File: src/rtl/readout_pkg.sv
// Shared types and default widths for the sample RAM readout engine.
// CSUM only exists in the state encoding when READOUT_CHECKSUM_EN is defined.
package readout_pkg;

    localparam int DEF_ADDR_W = 13;
    localparam int DEF_DATA_W = 8;

    typedef enum logic [2:0] {
        IDLE,
        READ,
        LATCH,
        SEND,
`ifdef READOUT_CHECKSUM_EN
        CSUM,
`endif
        FIN
    } state_t;

endpackage

File: src/rtl/sample_readout.sv
// Streams COUNT samples from an external 1-cycle-latency RAM onto a valid/ready byte link.
// Define READOUT_CHECKSUM_EN to append a mod-2^DATA_W checksum byte after the samples.
module sample_readout
    import readout_pkg::*;
#(
    parameter int ADDR_W = DEF_ADDR_W,
    parameter int DATA_W = DEF_DATA_W
) (
    input  logic              CLK,
    input  logic              RESET_N,
    input  logic              START,
    input  logic [ADDR_W-1:0] START_ADDR,
    input  logic [ADDR_W:0]   COUNT,
    input  logic              ABORT,
    output logic              BUSY,
    output logic              DONE,
    output logic              RAM_EN,
    output logic              RAM_WE,
    output logic [ADDR_W-1:0] RAM_ADDR,
    input  logic [DATA_W-1:0] RAM_DOUT,
    output logic [DATA_W-1:0] TX_DATA,
    output logic              TX_VALID,
    input  logic              TX_READY
);

    localparam logic [ADDR_W:0] REM_ONE = {{ADDR_W{1'b0}}, 1'b1};

    state_t            state_q;
    state_t            state_d;
    logic [ADDR_W-1:0] addr_q;
    logic [ADDR_W:0]   rem_q;
    logic [DATA_W-1:0] tx_data_q;
`ifdef READOUT_CHECKSUM_EN
    logic [DATA_W-1:0] sum_q;
`endif
    logic              send_hs;
    logic              last;

    // ABORT wins over a handshake in the same cycle, so no counter moves on it.
    assign send_hs = (state_q == SEND) && TX_READY && !ABORT;
    assign last    = (rem_q == REM_ONE);

    always_ff @(posedge CLK or negedge RESET_N) begin
        if (!RESET_N) begin
            state_q <= IDLE;
        end else begin
            state_q <= state_d;
        end
    end

    always_comb begin
        state_d = state_q;
        case (state_q)
            IDLE: begin
                if (START) begin
                    state_d = (COUNT == '0) ? FIN : READ;
                end
            end
            READ:  state_d = LATCH;
            LATCH: state_d = SEND;
            SEND: begin
                if (TX_READY) begin
`ifdef READOUT_CHECKSUM_EN
                    state_d = last ? CSUM : READ;
`else
                    state_d = last ? FIN : READ;
`endif
                end
            end
`ifdef READOUT_CHECKSUM_EN
            CSUM: begin
                if (TX_READY) begin
                    state_d = FIN;
                end
            end
`endif
            FIN:     state_d = IDLE;
            default: state_d = IDLE;
        endcase
        if (ABORT && (state_q != IDLE)) begin
            state_d = IDLE;
        end
    end

    always_comb begin
        BUSY     = (state_q != IDLE);
        DONE     = (state_q == FIN);
        RAM_EN   = (state_q == READ);
`ifdef READOUT_CHECKSUM_EN
        TX_VALID = (state_q == SEND) || (state_q == CSUM);
`else
        TX_VALID = (state_q == SEND);
`endif
    end

    // The address only moves when another READ follows, so RAM_ADDR holds the last read address.
    always_ff @(posedge CLK or negedge RESET_N) begin
        if (!RESET_N) begin
            addr_q    <= '0;
            rem_q     <= '0;
            tx_data_q <= '0;
`ifdef READOUT_CHECKSUM_EN
            sum_q     <= '0;
`endif
        end else begin
            if ((state_q == IDLE) && START) begin
                if (COUNT != '0) begin
                    addr_q <= START_ADDR;
                    rem_q  <= COUNT;
                end
`ifdef READOUT_CHECKSUM_EN
                sum_q <= '0;
`endif
            end
            if (state_q == LATCH) begin
                tx_data_q <= RAM_DOUT;
            end
            if (send_hs) begin
                rem_q <= rem_q - REM_ONE;
                if (!last) begin
                    addr_q <= addr_q + ADDR_W'(1);
                end
`ifdef READOUT_CHECKSUM_EN
                sum_q <= sum_q + tx_data_q;
                if (last) begin
                    tx_data_q <= sum_q + tx_data_q;
                end
`endif
            end
        end
    end

    assign RAM_WE   = 1'b0;
    assign RAM_ADDR = addr_q;
    assign TX_DATA  = tx_data_q;

endmodule

File: config.mk
export PLATFORM = sky130hd
export DESIGN_NAME = sample_readout
export DESIGN_NICKNAME = d
export VERILOG_FILES = /design/src/rtl/readout_pkg.sv /design/src/rtl/sample_readout.sv
export SDC_FILE = /design/constraint.sdc
export NUM_CORES = 1
export LEC_CHECK = 0
export ABC_CLOCK_PERIOD_IN_PS = 3200
export CORE_ASPECT_RATIO = 1.2
export CORE_MARGIN = 5
export CORE_UTILIZATION = 46
export DETAILED_ROUTE_END_ITERATION = 6
export GPL_TIMING_DRIVEN = 0
export PLACE_DENSITY = 0.79
export SYNTH_ARGS = -nofsm -noshare
export SYNTH_HDL_FRONTEND = slang
export SYNTH_SLANG_ARGS = --single-unit
File: constraint.sdc
create_clock -name CLK -period 3.2 [get_ports CLK]
set_clock_uncertainty 0.15 [all_clocks]
set_input_delay 0.32 -clock CLK [delete_from_list [all_inputs] [get_ports CLK]]
set_output_delay 0.32 -clock CLK [all_outputs]
set_load 0.01 [all_outputs]
==> results by group, run 1 <==
Run status
  – Status: finished with violations
  – Failing checks: hold timing

Floorplan
  – Die X: 71.7 µm
  – Rows: 27
  – Initial Util: 46.4%
  – IO Count: 66
  – Total die area: roughly 6000 µm²
  – Die extent in y: 84.1 µm
  – Core area: approximately 4500 µm²

Clocking
  – Clock slew at reported path FFs: 0.08 ns
  – Sink Count: 38
  – Number of gates resized after cts: 0
  – CTS max path bufs: 2
  – CTS Buf Count: 5
  – # Post-CTS Setup Buffers: 0
  – CTS H-tree depth: 2
  – Clk root buf: clkbuf_8
  – Latest clock arrival within the worst-skew pair: 0.29 ns
  – TritonCTS clock tree: done
  – CTS Hold Bufs: 0

Hold path
  – Hold Path Class: input pin to asynchronous set/reset pin

Timing
  – Number of hold violations in the final report: 38
  – Final hold slack: -0.0133 ns
  – Tmin final: 2.87 ns
  – Slew @ Worst Pin: 1.28 ns
  – Crit share post-route: 89.7%
  – RSZ-0062 raised after global routing: false
  – Slew Viols, Final: 0
  – Setup tns final: 0 ns
  – Max Freq: 349 MHz
  – Setup violators final: 0
  – Headroom to the max-slew limit: 14.0%

GRT
  – First-pass GRT wire length: 10000 µm
  – Vias in the first global route: between 2k and 2.5k
  – Initial antenna violation count: 0
  – Total gr overflow: 0
  – GRT Total Usage: 20.5%
  – Largest net degree at the start of global routing: 39

Pwr
  – Maximum vdd drop: ~470 µV
  – Switch Pwr: 891 µW
  – Sequential fraction of design power: 39.3%
  – Int Power: 1.46 mW
  – PD cells: 813 nW/µm²
  – P_leak: 1.12 nW
  – Sw Ratio: 37.9%
  – Comb power frac: 46.2%
  – Part of the power in the clock network: ~15%

Cells and area
  – Most frequent cells in the layout: clkdlybuf4s50_1, dfrtp_1, nand2_1
  – Commonest non-fill, non-tap cell in the layout: clkdlybuf4s50_1
  – Final nets: between 300 and 400
  – Multi-input gate area: 1050 µm²
  – FF/Latch Area: 951 µm²
  – N_diodes: 0
  – Layout filler cell count: 401
  – Layout cells sized above 1: about a tenth
  – Area Growth Syn to Fin: 37.6%

Synth
  – Syn_area_per_cell: a little over 9 µm²
  – Synth warnings: 0
  – Cell variety after synth: 42
  – Sequential area share after synthesis: 45.2%
  – Asr flop ratio synth: 100%
  – Number of synthesized flops with an enable pin: 0
  – Synth Instances: 227
  – Post-synth top flop: dfrtp_1
  – Synthesized flop and latch total: 38
  – Post-Syn Nets: 270
  – Synthesized area: 2100 µm²

Setup path
  – Crit. End Element: flop
  – Largest stage delay on the critical path: 1.06 ns
  – Crit path buf inv count: 1
  – Delay-heaviest family, CP: simple AND/OR/NAND/NOR gates
  – CP arrival: 2.87 ns
  – Critical Path Slowest Stage Cell: nor4_1
  – Cells along the critical path: clkbuf_1 > nand3_1 > nor4_1 > nand2_1 > o211ai_1 > o311ai_0
  – Data required time of the worst path: around 3.2 ns
  – Max Fanout on Critical Path: 9
  – R2r startpoint: state_q[0]$_DFFE_PN0P_
  – Critical path class: flop to flop
  – Crit path from: state_q[0]$_DFFE_PN0P_
  – Crit start category: flop

Drt
  – Via density: 5.77
  – Pre-antenna DRT Iters: 4
  – Via count: 2055
  – WL final: 5700 µm
  – DR DRC count: 0
  – Routed Antenna Nets: 0
  – WL/cell: 16.0 µm
  – DR iter-0 viols: about 190

Place
  – Global placer's final weighted congestion: 0.857
  – Post-DP HPWL: 4240 µm
  – IO buf count: 63

Flow run
  – Max Cap Viol: 0
-- metal layers --
metal | part of all wire, % | routed length [µm] | global-route usage, %
met1 | 42 | 2370 | 25.7
met4 | 0.35 | 20 | 4.79
met3 | 6.0 | 340 | 4.22
met5 | 0 | 0 | 0
met2 | 52 | 2970 | 35.7
-- power groups by stage --
stage | combinational [mW] | clock, mW | sequential (mW)
2_1_floorplan | 0.543 | 0 | 0.944
3_3_place_gp | 1.06 | 0 | 0.912
3_5_place_dp | 1.09 | 0 | 0.926
4_1_cts | 1.10 | 0.353 | 0.919
5_1_grt | 1.21 | 0.376 | 0.967
6_report | 1.08 | 0.342 | 0.923
-- final cells by class --
class                           instances  share of cell area, %
Sequential cell                        38                   32.9
Inverter                                9                   1.17
Clock buffer                            7                   2.99
Buffer                                 13                   2.16
Timing Repair Buffer                   63                   21.6
Tap cell                               58                   2.51
Clock inverter                          1                  0.173
Multi-Input combinational cell        167                   36.5
-- final timing paths --
check                      slack (ns)  depth (start not counted)                     end
setup / recovery                 0.33                          6   rem_q[11]$_DFFE_PN0P_
setup reg to reg                 0.33                          6   rem_q[11]$_DFFE_PN0P_
hold / removal                  -0.01                          1   rem_q[10]$_DFFE_PN0P_
hold reg to reg                  0.36                          1  TX_DATA[6]$_DFFE_PN0P_
min in group CLK                 0.27                          2  state_q[1]$_DFFE_PN0P_
max in group asynchronous        2.38                          1    rem_q[2]$_DFFE_PN0P_
-- through the flow --
stage               worst slack (ns)  cell area (µm²)  utilization (%)  power (mW)  instances
floorplan                      0.624             2100                -        1.49        227
finish                         0.331             2890             63.9        2.35        356
global placement               0.258             2810             62.0        1.97        348
CTS                            0.418             2890             63.9        2.37        356
global route                  0.0146             2890             63.9        2.55        356
detailed placement             0.211             2800             61.9        2.02        348
-- state kept, by name, indices dropped and copies added, names as in the netlist --
name and flops:
rem_q 14, RAM_ADDR 13, TX_DATA 8, state_q 3
-- cell families (layout without fill, tap and decap cells) --
logic type	after synthesis	count (layout)	share of synthesized area, %
adder cells (fa/ha/maj)	3	3	1.79
multiplexers	16	16	8.33
buffers and inverters	22	93	4.58
AO/OA/AOI/OAI	47	47	16.0
flip-flops	38	38	45.2
other	1	1	0.178
AND/OR/NAND/NOR	100	100	23.9
-- cell usage after synthesis, drive strengths merged, types with 2 or more instances --
library cell / number / area share [%]
mux2i: 7 / 3.3
o22ai: 4 / 1.2
o311ai: 4 / 1.7
or3: 4 / 1.2
nor2: 22 / 3.9
o32ai: 3 / 1.3
o211ai: 7 / 2.5
nor3: 8 / 2.1
inv: 9 / 1.6
nor4: 7 / 2.1
nand4: 4 / 1.2
o221a: 4 / 2.1
mux2: 9 / 5.0
or4: 2 / 1.1
dfrtp: 38 / 45
and2: 2 / 0.60
a21oi: 11 / 2.6
nand3b: 2 / 0.71
ha: 3 / 1.8
nand2: 26 / 4.6
buf: 4 / 1.4
o21ai: 4 / 0.95
a211oi: 5 / 1.8
nand3: 15 / 3.6
nor3b: 2 / 0.71
nand2b: 2 / 0.60
clkbuf: 9 / 1.6
(Power assumes the default switching activity.)
==> run 2, diff against run 1 <==
--- a/config.mk
+++ b/config.mk
@@ -6,12 +6,13 @@
 export NUM_CORES = 1
 export LEC_CHECK = 0
 export ABC_CLOCK_PERIOD_IN_PS = 3200
-export CORE_ASPECT_RATIO = 1.2
+export CORE_ASPECT_RATIO = 1.4
 export CORE_MARGIN = 5
 export CORE_UTILIZATION = 46
 export DETAILED_ROUTE_END_ITERATION = 6
 export GPL_TIMING_DRIVEN = 0
 export PLACE_DENSITY = 0.79
+export SLEW_MARGIN = 10
 export SYNTH_ARGS = -nofsm -noshare
 export SYNTH_HDL_FRONTEND = slang
 export SYNTH_SLANG_ARGS = --single-unit
==> results by group, run 2 (synthesis gave the netlist of run 1 again) <==
Setup path
  – Delay-heaviest family, CP: simple AND/OR/NAND/NOR gates
  – Critical Path Slowest Stage Cell: nor4_1
  – Critical path class: flop to flop
  – CP arrival: 2.83 ns (-0.04 ns)
  – Crit path buf inv count: 1 (unchanged)
  – Largest stage delay on the critical path: 1.00 ns (-0.06 ns)
  – Crit start category: flop
  – Cells along the critical path: clkbuf_1 > nand3_1 > nor4_1 > nand2_1 > o211ai_1 > o311ai_0
  – Max Fanout on Critical Path: 9 (unchanged)
  – Reg2Reg Setup Slack: 0.38 ns (+0.05 ns)
  – Data required time of the worst path: 3.21 ns (about the same)
  – Crit. End Element: flop

GRT
  – Initial antenna violation count: 0 (unchanged)
  – GRT Total Usage: 21.1% (+0.55 points)
  – Largest net degree at the start of global routing: 28 (-28%)
  – First-pass GRT wire length: 9870 µm (-1.4%)
  – Vias in the first global route: 2144 (+2.8%)
  – Total gr overflow: 0 (unchanged)

Pwr
  – P_leak: 1.15 nW (+2.3%)
  – PD cells: 820 nW/µm² (+0.96%)
  – Pwr Total: 2.42 mW (+3.0%)
  – Maximum vdd drop: 485 µV (+3.3%)

Cells and area
  – Layout cells sized above 1: 10.3% (+0.94 points)
  – Largest Register: rem_q
  – FF/Latch Area: 951 µm² (unchanged)
  – Most frequent cells in the layout: clkdlybuf4s50_1, dfrtp_1, nand2_1
  – Layout filler cell count: 406 (+1.2%)
  – N_diodes: 0 (unchanged)
  – Multi-input gate area: 1060 µm² (+0.47%)
  – Area Growth Syn to Fin: 40.3%
  – Final Non-Filler Cells: 362 (+1.7%)
  – Final nets: 342 (+0.59%)
  – Max reg flops: 14 (unchanged)
  – Commonest non-fill, non-tap cell in the layout: clkdlybuf4s50_1

Timing
  – Max Freq: 355 MHz (+1.8%)
  – Tmin final: 2.82 ns (-0.0503 ns)
  – Crit share post-route: 88.1% (-1.6 points)
  – Slew @ Worst Pin: 1.20 ns (-0.0803 ns)
  – RSZ-0062 raised after global routing: false
  – Final hold slack: 0.279 ns (+0.292 ns)
  – Slew Viols, Final: 0 (unchanged)
  – Setup tns final: 0 ns (unchanged)
  – Final worst slack: 0.381 ns (+0.0503 ns)
  – Setup violators final: 0 (unchanged)
  – Number of hold violations in the final report: 0 (-100%)
  – Headroom to the max-slew limit: 19.4% (+5.4 points)

Place
  – Global placer's final weighted congestion: 0.812 (-5.3%)
  – Cells after DPL: 353 (+1.4%)
  – Setup WS pre-CTS: 0.265 ns (+0.0543 ns)
  – Post-DP HPWL: 4220 µm (-0.59%)
  – IO buf count: 63 (unchanged)

Clocking
  – TritonCTS clock tree: done
  – Clk root buf: clkbuf_8
  – Sink Count: 38 (unchanged)
  – Number of gates resized after cts: 0 (unchanged)
  – Clock slew at reported path FFs: 0.08 ns (about the same)
  – CTS Buf Count: 5 (unchanged)
  – Latest clock arrival within the worst-skew pair: 0.30 ns (about the same)
  – CTS H-tree depth: 2 (unchanged)
  – CTS max path bufs: 2 (unchanged)

Run status
  – Status: completed

Drt
  – Via density: 5.73 (-0.75%)
  – WL final: 5770 µm (+1.2%)
  – Pre-antenna DRT Iters: 4 (unchanged)
  – Routed Antenna Nets: 0 (unchanged)
  – DR iter-0 viols: 164 (-13%)
  – Via count: 2074 (+0.92%)
  – DR DRC count: 0 (unchanged)
  – WL/cell: 15.9 µm (-0.50%)

Floorplan
  – Core area: 4500 µm² (-0.61%)
  – Rows: 29 (+7.4%)
  – Die X: 67.1 µm (-6.4%)
  – IO Count: 66 (unchanged)
  – Total die area: 6040 µm² (+0.22%)
  – Die extent in y: 90.0 µm (+7.1%)
  – Initial Util: 46.7% (+0.28 points)

Hold path
  – Hold Path Class: input pin to flop

Flow run
  – Max Cap Viol: 0 (unchanged)
## run 2: final cells by class
cell class / count / area share (%)
clock buffers: 5 / 2.33
plain buffers: 13 / 2.12
repair buffers: 65 / 22.2
flip-flops and latches: 38 / 32.2
well taps: 62 / 2.63
clock inverters: 3 / 1.36
inverters: 9 / 1.15
multi-input cells: 167 / 35.9
## run 2: path summary, 6_finish.rpt
path | startpoint | to | cells after the start
max in group asynchronous | RESET_N | TX_DATA[1]$_DFFE_PN0P_ | 3
min in group asynchronous | RESET_N | state_q[2]$_DFFE_PN0P_ | 2
max reg2reg | state_q[0]$_DFFE_PN0P_ | rem_q[13]$_DFFE_PN0P_ | 6
min | ABORT | state_q[1]$_DFFE_PN0P_ | 2
min reg2reg | TX_DATA[2]$_DFFE_PN0P_ | TX_DATA[2]$_DFFE_PN0P_ | 1
max | state_q[0]$_DFFE_PN0P_ | rem_q[13]$_DFFE_PN0P_ | 6
## run 2: power breakdown
group	internal (mW)	switching, mW	leakage, nW	total, mW
Clock	0.230	0.183	0.0579	0.412
Sequential	0.708	0.208	0.444	0.916
Combinational	0.581	0.510	0.648	1.09
## run 2: metrics by stage
step | cell area, µm² | util, %
after floorplan | 2100 | -
after global placement | 2810 | 62.5
after detailed placement | 2830 | 62.8
after CTS | 2940 | 65.4
after global routing | 2950 | 65.5
final | 2950 | 65.5
## run 2: layer usage
layer  global-route usage (%)  wire length [µm]  up-vias
met5                        0                 0        -
li1                         -                 -      983
met1                     25.2              2300     1004
met4                     10.3               144        0
met2                     33.8              2900       77
met3                     5.86               424       10
## run 2: what timing repair did
item	4_1_cts	5_1_grt
endpoints found under the setup margin	0	0
setup buffers	0	0
hold buffers	1	0
hold endpoints to repair	11	0
